$ cat config.mk
export PLATFORM = sky130hd
export DESIGN_NAME = mp_mem_arbiter
export DESIGN_NICKNAME = d
export VERILOG_FILES = /design/src/rtl/mp_mem_arbiter.sv
export SDC_FILE = /design/constraint.sdc
export NUM_CORES = 1
export LEC_CHECK = 0
export BUFFER_PORTS_ARGS = -buffer_cell sky130_fd_sc_hd__buf_2
export CAP_MARGIN = 40
export CORE_ASPECT_RATIO = 1.4
export CORE_MARGIN = 2
export CORE_UTILIZATION = 32
export DETAILED_ROUTE_END_ITERATION = 8
export GPL_TIMING_DRIVEN = 0
export PLACE_DENSITY_LB_ADDON = 0.08
export SLEW_MARGIN = 20
export SYNTH_ARGS = -nofsm -noshare
export SYNTH_HDL_FRONTEND = slang
export SYNTH_SLANG_ARGS = --single-unit
export TNS_END_PERCENT = 1
$ cat constraint.sdc
create_clock -name clk -period 2.6 [get_ports clk]
set_input_delay 0.26 -clock clk [delete_from_list [all_inputs] [get_ports clk]]
set_output_delay 0.26 -clock clk [all_outputs]
set_load 0.005 [all_outputs]
$ cat src/rtl/mp_mem_arbiter.sv
// rtl/mp_mem_arbiter.sv - N-processor shared-memory arbiter with round-robin/fixed priority and timeout
module mp_mem_arbiter #(
  parameter int NUM_PROC = 4,
  parameter int AW       = 16,
  parameter int DW       = 32,
  parameter int MODE     = 0,
  parameter int TIMEOUT  = 15
) (
  input  logic                   clk,
  input  logic                   reset_n,
  input  logic [NUM_PROC-1:0]    req,
  input  logic [NUM_PROC-1:0]    we,
  input  logic [NUM_PROC*AW-1:0] addr,
  input  logic [NUM_PROC*DW-1:0] wdata,
  output logic [NUM_PROC-1:0]    gnt,
  output logic [NUM_PROC-1:0]    ack,
  output logic                   err,
  output logic [DW-1:0]          rdata,
  output logic                   mem_req,
  output logic                   mem_we,
  output logic [AW-1:0]          mem_addr,
  output logic [DW-1:0]          mem_wdata,
  input  logic [DW-1:0]          mem_rdata,
  input  logic                   mem_ready,
  output logic                   busy
);

  localparam int IW = (NUM_PROC > 1) ? $clog2(NUM_PROC) : 1;
  // A zero TIMEOUT disables the abort, but the counter still needs one bit to exist.
  localparam int CW = (TIMEOUT > 0) ? $clog2(TIMEOUT + 1) : 1;
  localparam logic [CW-1:0] CNT_LAST = CW'((TIMEOUT > 0) ? TIMEOUT - 1 : 0);
  localparam logic [IW-1:0] LAST_RST = IW'(NUM_PROC - 1);

  typedef enum logic [1:0] {S_IDLE, S_BUSY, S_DONE} state_e;

  state_e                state_q, state_d;
  logic [NUM_PROC-1:0]   gnt_q, gnt_d;
  logic [NUM_PROC-1:0]   ack_q, ack_d;
  logic                  err_q, err_d;
  logic [DW-1:0]         rdata_q, rdata_d;
  logic                  mem_req_q, mem_req_d;
  logic                  mem_we_q, mem_we_d;
  logic [AW-1:0]         mem_addr_q, mem_addr_d;
  logic [DW-1:0]         mem_wdata_q, mem_wdata_d;
  logic                  busy_q, busy_d;
  logic [IW-1:0]         last_owner_q, last_owner_d;
  logic [CW-1:0]         cnt_q, cnt_d;

  logic                  win_found;
  logic [IW-1:0]         win_idx;
  logic [IW-1:0]         cand_idx;
  logic [NUM_PROC-1:0]   win_oh;
  logic [AW-1:0]         sel_addr;
  logic [DW-1:0]         sel_wdata;

  // Winner selection: lowest index in fixed mode, first requester after last_owner in round-robin.
  always_comb begin
    win_found = 1'b0;
    win_idx   = '0;
    cand_idx  = '0;
    if (MODE == 1) begin
      for (int i = NUM_PROC - 1; i >= 0; i--) begin
        if (req[i]) begin
          win_found = 1'b1;
          win_idx   = IW'(i);
        end
      end
    end else begin
      for (int i = 1; i <= NUM_PROC; i++) begin
        cand_idx = IW'((int'(last_owner_q) + i) % NUM_PROC);
        if (!win_found && req[cand_idx]) begin
          win_found = 1'b1;
          win_idx   = cand_idx;
        end
      end
    end
  end

  // Route the winner's request fields; constant slices keep the mux width-clean.
  always_comb begin
    win_oh    = '0;
    sel_addr  = '0;
    sel_wdata = '0;
    for (int i = 0; i < NUM_PROC; i++) begin
      if (IW'(i) == win_idx) begin
        win_oh[i] = 1'b1;
        sel_addr  = addr[i*AW +: AW];
        sel_wdata = wdata[i*DW +: DW];
      end
    end
  end

  // Next-state and registered-output logic for the IDLE/BUSY/DONE sequencer.
  always_comb begin
    state_d      = state_q;
    gnt_d        = gnt_q;
    ack_d        = ack_q;
    err_d        = err_q;
    rdata_d      = rdata_q;
    mem_req_d    = mem_req_q;
    mem_we_d     = mem_we_q;
    mem_addr_d   = mem_addr_q;
    mem_wdata_d  = mem_wdata_q;
    busy_d       = busy_q;
    last_owner_d = last_owner_q;
    cnt_d        = cnt_q;
    unique case (state_q)
      S_IDLE: begin
        if (win_found) begin
          state_d      = S_BUSY;
          gnt_d        = win_oh;
          mem_req_d    = 1'b1;
          mem_we_d     = we[win_idx];
          mem_addr_d   = sel_addr;
          mem_wdata_d  = sel_wdata;
          busy_d       = 1'b1;
          last_owner_d = win_idx;
          cnt_d        = '0;
        end
      end
      S_BUSY: begin
        if (mem_ready) begin
          if (!mem_we_q) begin
            rdata_d = mem_rdata;
          end
          state_d   = S_DONE;
          ack_d     = gnt_q;
          err_d     = 1'b0;
          gnt_d     = '0;
          mem_req_d = 1'b0;
        end else if ((TIMEOUT != 0) && (cnt_q == CNT_LAST)) begin
          state_d   = S_DONE;
          ack_d     = gnt_q;
          err_d     = 1'b1;
          gnt_d     = '0;
          mem_req_d = 1'b0;
        end else begin
          cnt_d = cnt_q + CW'(1);
        end
      end
      S_DONE: begin
        state_d = S_IDLE;
        ack_d   = '0;
        err_d   = 1'b0;
        busy_d  = 1'b0;
      end
      default: begin
        state_d = S_IDLE;
      end
    endcase
  end

  // State and output registers; reset drops any in-flight transaction without an ack.
  always_ff @(posedge clk or negedge reset_n) begin
    if (!reset_n) begin
      state_q      <= S_IDLE;
      gnt_q        <= '0;
      ack_q        <= '0;
      err_q        <= 1'b0;
      rdata_q      <= '0;
      mem_req_q    <= 1'b0;
      mem_we_q     <= 1'b0;
      mem_addr_q   <= '0;
      mem_wdata_q  <= '0;
      busy_q       <= 1'b0;
      last_owner_q <= LAST_RST;
      cnt_q        <= '0;
    end else begin
      state_q      <= state_d;
      gnt_q        <= gnt_d;
      ack_q        <= ack_d;
      err_q        <= err_d;
      rdata_q      <= rdata_d;
      mem_req_q    <= mem_req_d;
      mem_we_q     <= mem_we_d;
      mem_addr_q   <= mem_addr_d;
      mem_wdata_q  <= mem_wdata_d;
      busy_q       <= busy_d;
      last_owner_q <= last_owner_d;
      cnt_q        <= cnt_d;
    end
  end

  assign gnt       = gnt_q;
  assign ack       = ack_q;
  assign err       = err_q;
  assign rdata     = rdata_q;
  assign mem_req   = mem_req_q;
  assign mem_we    = mem_we_q;
  assign mem_addr  = mem_addr_q;
  assign mem_wdata = mem_wdata_q;
  assign busy      = busy_q;

endmodule
==> key figures, run 1 <==
Floorplan
  • CORE AREA: 0.0160 sq mm
  • Starting density of the core: 32.5%
  • Std cell rows: 55
  • Num ports: 327
  • Die W: 112 um
  • Die ar.: 0.0173 sq mm
  • Die height: 155 um

Drt
  • DR iter-0 viols: 235
  • Total number of vias: 5647
  • Iteration count of the initial detailed-routing pass: 5
  • Final wirelength: 19800 um
  • Number of remaining DRC errors: 0
  • Post-route ant nets: 0
  • Routed len/inst: 18.0 um
  • Vias/cell: 5.13

Yosys
  • Compound-cell area share of the yosys netlist: 21.6%
  • Top cells by area, synth: dfrtp_1 47%, nand2_1 8.9%, mux2_2 7.4%
  • YS warnings: 0
  • Seq cells post-synth: 100
  • Ys flop type: dfrtp_1
  • Top post-synthesis cells by count: 124 x nand2_1, 98 x dfrtp_1, 40 x and3_1, 36 x o21ai_0, 36 x o221ai_1
  • Number of synthesized flops with an enable pin: 0
  • Cell variety after synth: 46
  • Cell count after synthesis: 557
  • Area leader, netlist: dfrtp_1
  • Post-synthesis adder-cell area fraction: 0.480%
  • Count leader, synth: nand2_1
  • Post-synth top area share: 47.1%
  • Xor/xnor share of the synthesized area: 0.168%
  • Largest family of logic cells by synthesized area: compound AO/OA/AOI/OAI gates
  • Post-Syn Area: 0.00521 sq mm
  • Register area share after synthesis: 48.1%
  • Post-synthesis net count: 794
  • Synth Area per Inst: 9.35 sq um
  • Mux contribution to synthesized area: 7.35%
  • Post-Synth Simple-Gate Area: 17.0%
  • FFs w/ async S/R, synth: 100%

STA
  • Crit share post-route: 94.1%
  • Setup TNS: 0 ns
  • PnR worst setup slack: 0.154 ns
  • Worst Tran Pin Value: 0.706 ns
  • RSZ-0062 raised after global routing: false
  • Max Clk Rate: 0.409 GHz
  • Final Max Tran Viols: 0
  • # setup viols final: 0
  • Crit path time final: 2.45 ns
  • Worst Skew: 0.00809 ns
  • Final Hold Vio Count: 0
  • Rel. slew slack: 53.0%

Worst setup path
  • Slowest Stage Delay on Critical Path: 0.65 ns
  • Crit Path Category: reg2reg
  • CP endpoint kind: register
  • Crit path max-delay family: compound AO/OA/AOI/OAI gates
  • Crit path cell chain: buf_4 > nand2b_1 > o21ai_1 > a221oi_2 > clkbuf_2 > mux2_2 > a21oi_1
  • Critical Path Slowest Stage Cell: a221oi_2
  • Critical Path Fanout Max: 10
  • Critical path launch point type: register
  • Worst EP required: 2.88 ns
  • CP Data Arrival Time: 2.72 ns
  • CP Buf/Inv Count: 2

Clocking
  • Post-CTS resize count: 0
  • Root Buffer: clkbuf_16
  • Cts hold-fix bufs: 1
  • TritonCTS Buffers: 9
  • Clock transition at path regs: 0.07 ns
  • Max H-tree Level: 3
  • Worst-Skew Late Latency: 0.35 ns
  • Max clock buf depth: 2
  • Postcts setup bufs: 0
  • CTS sink cnt: 100
  • CTS tree: yes

Flow run
  • Max-cap viol count: 0

Pwr
  • Max VDD drop: 0.000453 V
  • Leakage: 3.87 nW
  • Pwr dens: 1110 mW/mm^2

Global routing
  • Initial antenna violation count: 1
  • GRT Util Overall: 21.6%
  • GR Overflow Total: 0
  • First-pass GRT wire length: 29500 um
  • Number of global-route vias before repair: 5604
  • Largest net degree at the start of global routing: 77

Finish
  • Nets: 1133
  • # diodes: 0
  • Fill cells: 1611
  • Multi-input gate area: 0.00243 sq mm
  • Layout cell share with drive strength beyond 1: 46.2%
  • Total area of sequential cells: 0.00250 sq mm
  • Synth-to-Final Area Change: 42.9%

Placed design
  • IO buf count: 326
  • Post-DP HPWL: 15600 um
  • Pre-CTS WS: 0.143 ns
  • GPL Wtd Cong: 0.839

Status
  • Status: finished, final reports clean

Min path
  • Worst Hold Class: in2reg
cell type report:
cell class | instances | area share [%]
repair buffers | 328 | 22.5
multi-input cells | 394 | 32.6
clock buffers | 10 | 3.21
flip-flops and latches | 100 | 33.7
plain buffers | 41 | 2.61
clock inverters | 6 | 0.941
inverters | 22 | 1.11
well taps | 199 | 3.35
registers in the layout, indices dropped and copies added, names as in the netlist:
signal and cells:
ack 4, busy 1, cnt_q 4, err 1, gnt 4, last_owner_q 2
mem_addr 16, mem_req 1, mem_wdata 32, mem_we 1, rdata 32, state_q 2
metal layers:
layer,up-vias,GRT usage (%),share of wire [%],wire length [um]
li1,2688,-,-,-
met1,2667,25.2,39,7620
met2,260,38.9,52,10200
met3,32,4.71,7.2,1430
met4,0,7.47,2.5,494
met5,-,0,0,0
power by group:
part	internal (mW)	leakage [nW]	switching, mW
sequential	2.34	1.21	0.392
clock	0.782	0.147	0.628
combinational	1.80	2.51	2.28
cell usage in the layout, fill, tap and decap left out, types with 2 or more instances in the layout:
| cell type | Yosys | layout |
|---|---|---|
| buf_2 | 24 | 349 |
| nand2_1 | 124 | 124 |
| dfrtp_1 | 98 | 98 |
| and3_1 | 40 | 40 |
| o21ai_0 | 36 | 36 |
| o221ai_1 | 36 | 36 |
| mux2_2 | 34 | 34 |
| a21oi_1 | 23 | 23 |
| inv_1 | 22 | 22 |
| o22ai_1 | 17 | 17 |
| o31ai_1 | 13 | 13 |
| clkbuf_1 | 12 | 12 |
| nor2_1 | 12 | 12 |
| o21ai_1 | 11 | 11 |
| a2bb2oi_1 | 10 | 10 |
| clkbuf_16 | 0 | 9 |
| nand2b_1 | 5 | 5 |
| nand3_1 | 3 | 3 |
| a31oi_1 | 2 | 2 |
| buf_4 | 2 | 2 |
| a211o_1 | 2 | 2 |
| or2_2 | 2 | 2 |
| and2_1 | 2 | 2 |
| clkbuf_2 | 2 | 2 |
| ha_1 | 2 | 2 |
| clkinvlp_4 | 0 | 2 |
| dfstp_2 | 2 | 2 |
cell families after synthesis:
kind of cell,Yosys count
multiplexers,34
XOR/XNOR,1
flip-flops,100
AO/OA/AOI/OAI,162
adder cells (fa/ha/maj),2
AND/OR/NAND/NOR,195
buffers and inverters,63
through the flow:
step	instance area, sq um	hold WS (ns)	instances	util (%)	total power [mW]
after floorplan	5210	-0.0356	557	-	5.07
after global placement	7090	0.461	1082	44.2	6.80
after detailed placement	7120	0.139	1083	44.4	6.91
after CTS	7440	0.125	1100	46.4	8.34
after global routing	7440	0.135	1100	46.4	8.86
final	7440	0.141	1100	46.4	8.23
worst paths after layout:
kind / startpoint / depth (start not counted) / end / slack (ns)
setup / recovery: last_owner_q[0]$_DFFE_PN1P_ / 7 / mem_addr[15]$_DFFE_PN0P_ / 0.15
hold / removal: mem_rdata[29] / 2 / rdata[29]$_DFFE_PN0P_ / 0.14
setup reg to reg: last_owner_q[0]$_DFFE_PN1P_ / 7 / mem_addr[15]$_DFFE_PN0P_ / 0.15
hold reg to reg: mem_wdata[20]$_DFFE_PN0P_ / 2 / mem_wdata[20]$_DFFE_PN0P_ / 0.48
max in group asynchronous: reset_n / 3 / mem_wdata[31]$_DFFE_PN0P_ / 1.58
min in group asynchronous: reset_n / 2 / rdata[0]$_DFFE_PN0P_ / 0.33
Note: power is estimated with default switching activity, not from simulation.
==> run 2: changes to the inputs <==
- CORE_ASPECT_RATIO: 1.4 -> not set
- TNS_END_PERCENT: 1 -> 100
==> run 2 against run 1 <==
Against the previous run:
- clock-buffer cell count up 1
- hold slack is essentially flat
- total power down 1.7%
- critical path depth unchanged
- clock power fell by 9%
- global-route usage grew 1.1 points
- wire length decreased by 0.16%
- die area about the same
- clock skew is 0.0032 ns higher
- first-iteration DRC count is 36% higher
- combinational power about the same
- critical path type unchanged
==> key figures, run 2 (synthesized netlist as in run 1, its figures left out) <==
Drt
  • Iteration count of the initial detailed-routing pass: 7
  • DR iter-0 viols: 320
  • Total number of vias: 5604
  • Final wirelength: 19700 um
  • Post-route ant nets: 0
  • Number of remaining DRC errors: 0
  • Routed len/inst: 17.6 um
  • Vias/cell: 5.01

Pwr
  • Max VDD drop: 0.000434 V
  • Leakage: 3.85 nW
  • Pwr dens: 1090 mW/mm^2
  • Total power: 8.09 mW

Global routing
  • Routing usage on met2: 39.0%
  • Number of global-route vias before repair: 5585
  • GR peak layer: met2
  • Initial antenna violation count: 3
  • GR Overflow Total: 0
  • Largest net degree at the start of global routing: 53
  • GRT Util Overall: 22.6%
  • First-pass GRT wire length: 30700 um
  • Grt met1 use: 28.0%
  • Met3 usage: 4.98%

Worst setup path
  • CP Data Arrival Time: 2.58 ns
  • Critical path launch point type: register
  • Crit path cell chain: buf_4 > nand2b_1 > o21ai_1 > a221oi_4 > clkbuf_2 > mux2_2 > a21oi_1
  • Critical Path Fanout Max: 10
  • Crit Path Category: reg2reg
  • Critical Path Slowest Stage Cell: a221oi_4
  • Slowest Stage Delay on Critical Path: 0.53 ns
  • Worst EP required: 2.88 ns
  • CP endpoint kind: register

Finish
  • Layout cell share with drive strength beyond 1: 46.0%
  • Design Area, Final: 0.00744 sq mm
  • Synth-to-Final Area Change: 42.8%
  • Most frequent cells in the layout: 349 x buf_2, 124 x nand2_1, 98 x dfrtp_1, 40 x and3_1
  • Commonest non-fill, non-tap cell in the layout: buf_2
  • Finished Layout Cells: 1118
  • Nets: 1133

Clocking
  • Max H-tree Level: 3
  • Root Buffer: clkbuf_16
  • Worst-Skew Late Latency: 0.35 ns
  • TritonCTS Buffers: 9
  • Postcts setup bufs: 0
  • CTS tree: yes
  • Clock transition at path regs: 0.07 ns
  • Max clock buf depth: 2
  • CTS sink cnt: 100

STA
  • Max Clk Rate: 0.434 GHz
  • Rel. slew slack: 60.7%
  • Crit path time final: 2.30 ns
  • # setup viols final: 0
  • Crit share post-route: 88.6%
  • Final Hold Vio Count: 0
  • Worst Tran Pin Value: 0.583 ns
  • Worst Skew: 0.0113 ns
  • Worst hold margin: 0.141 ns
  • Final Max Tran Viols: 0
  • Setup TNS: 0 ns
  • RSZ-0062 raised after global routing: false

Placed design
  • GPL Wtd Cong: 0.855
  • IO buf count: 326
  • Post-DP HPWL: 15600 um
  • DP Area: 0.00714 sq mm
  • Placed cell count: 1100

Floorplan
  • Die height: 132 um
  • Starting density of the core: 32.8%
  • Std cell rows: 46
  • Die W: 132 um
  • Die ar.: 0.0173 sq mm
  • Num ports: 327
  • CORE AREA: 0.0159 sq mm

Min path
  • Worst Hold Class: in2reg

Status
  • Status: finished, final reports clean

Flow run
  • Max-cap viol count: 0
==> run 2: final timing paths <==
check | from | endpoint | slack (ns) | depth (start not counted)
worst max-delay path | last_owner_q[0]$_DFFE_PN1P_ | mem_addr[15]$_DFFE_PN0P_ | 0.30 | 7
worst min-delay path | mem_rdata[23] | rdata[23]$_DFFE_PN0P_ | 0.14 | 2
worst max register to register | last_owner_q[0]$_DFFE_PN1P_ | mem_addr[15]$_DFFE_PN0P_ | 0.30 | 7
worst min register to register | mem_addr[8]$_DFFE_PN0P_ | mem_addr[8]$_DFFE_PN0P_ | 0.48 | 2
max in group asynchronous | reset_n | mem_wdata[15]$_DFFE_PN0P_ | 1.52 | 3
min in group asynchronous | reset_n | mem_addr[13]$_DFFE_PN0P_ | 0.45 | 2
==> run 2: final cells by class <==
| class | instances | area, sq um |
|---|---|---|
| Fill cell | 1652 | 8450 |
| Sequential cell | 100 | 2500 |
| Multi-Input combinational cell | 394 | 2440 |
| Timing Repair Buffer | 328 | 1680 |
| Tap cell | 216 | 270 |
| Clock buffer | 11 | 243 |
| Buffer | 41 | 194 |
| Inverter | 22 | 82.6 |
| Clock inverter | 4 | 26.3 |
| Antenna cell | 2 | 5.00 |
==> run 2: through the flow <==
step	utilization [%]	setup slack, ns
5_1_grt	46.8	0.120
3_3_place_gp	44.8	0.122
6_report	46.8	0.296
4_1_cts	46.7	0.133
3_5_place_dp	45.0	0.154
2_1_floorplan	-	0.645
==> run 2: critical path: cells and delay by family, from the launching register on <==
| family | cells | cell delay (ns) |
|---|---|---|
| AOI/OAI and AO/OA | 3 | 0.77 |
| DFF | 1 | 0.51 |
| buffers and inverters | 2 | 0.47 |
| muxes | 1 | 0.36 |
| and+or+nand+nor | 1 | 0.12 |
==> run 2: power by group <==
group / internal (mW) / switching [mW]
logic: 1.81 / 2.27
clock network: 0.670 / 0.606
registers: 2.34 / 0.393
==> run 2: routing by layer <==
| metal | vias to the layer above | wire length (um) | share of wire (%) |
|---|---|---|---|
| li1 | 2687 | - | - |
| met1 | 2630 | 8130 | 41 |
| met2 | 259 | 9750 | 49 |
| met3 | 26 | 1440 | 7.3 |
| met4 | 2 | 398 | 2.0 |
| met5 | - | 12 | 0.061 |
==> run 2: repair_timing <==
action | 4_1_cts | 5_1_grt
hold buffers | 1 | 0
gates resized for setup | 0 | 1
endpoints found under the setup margin | 0 | 3
hold endpoints to repair | 46 | 0
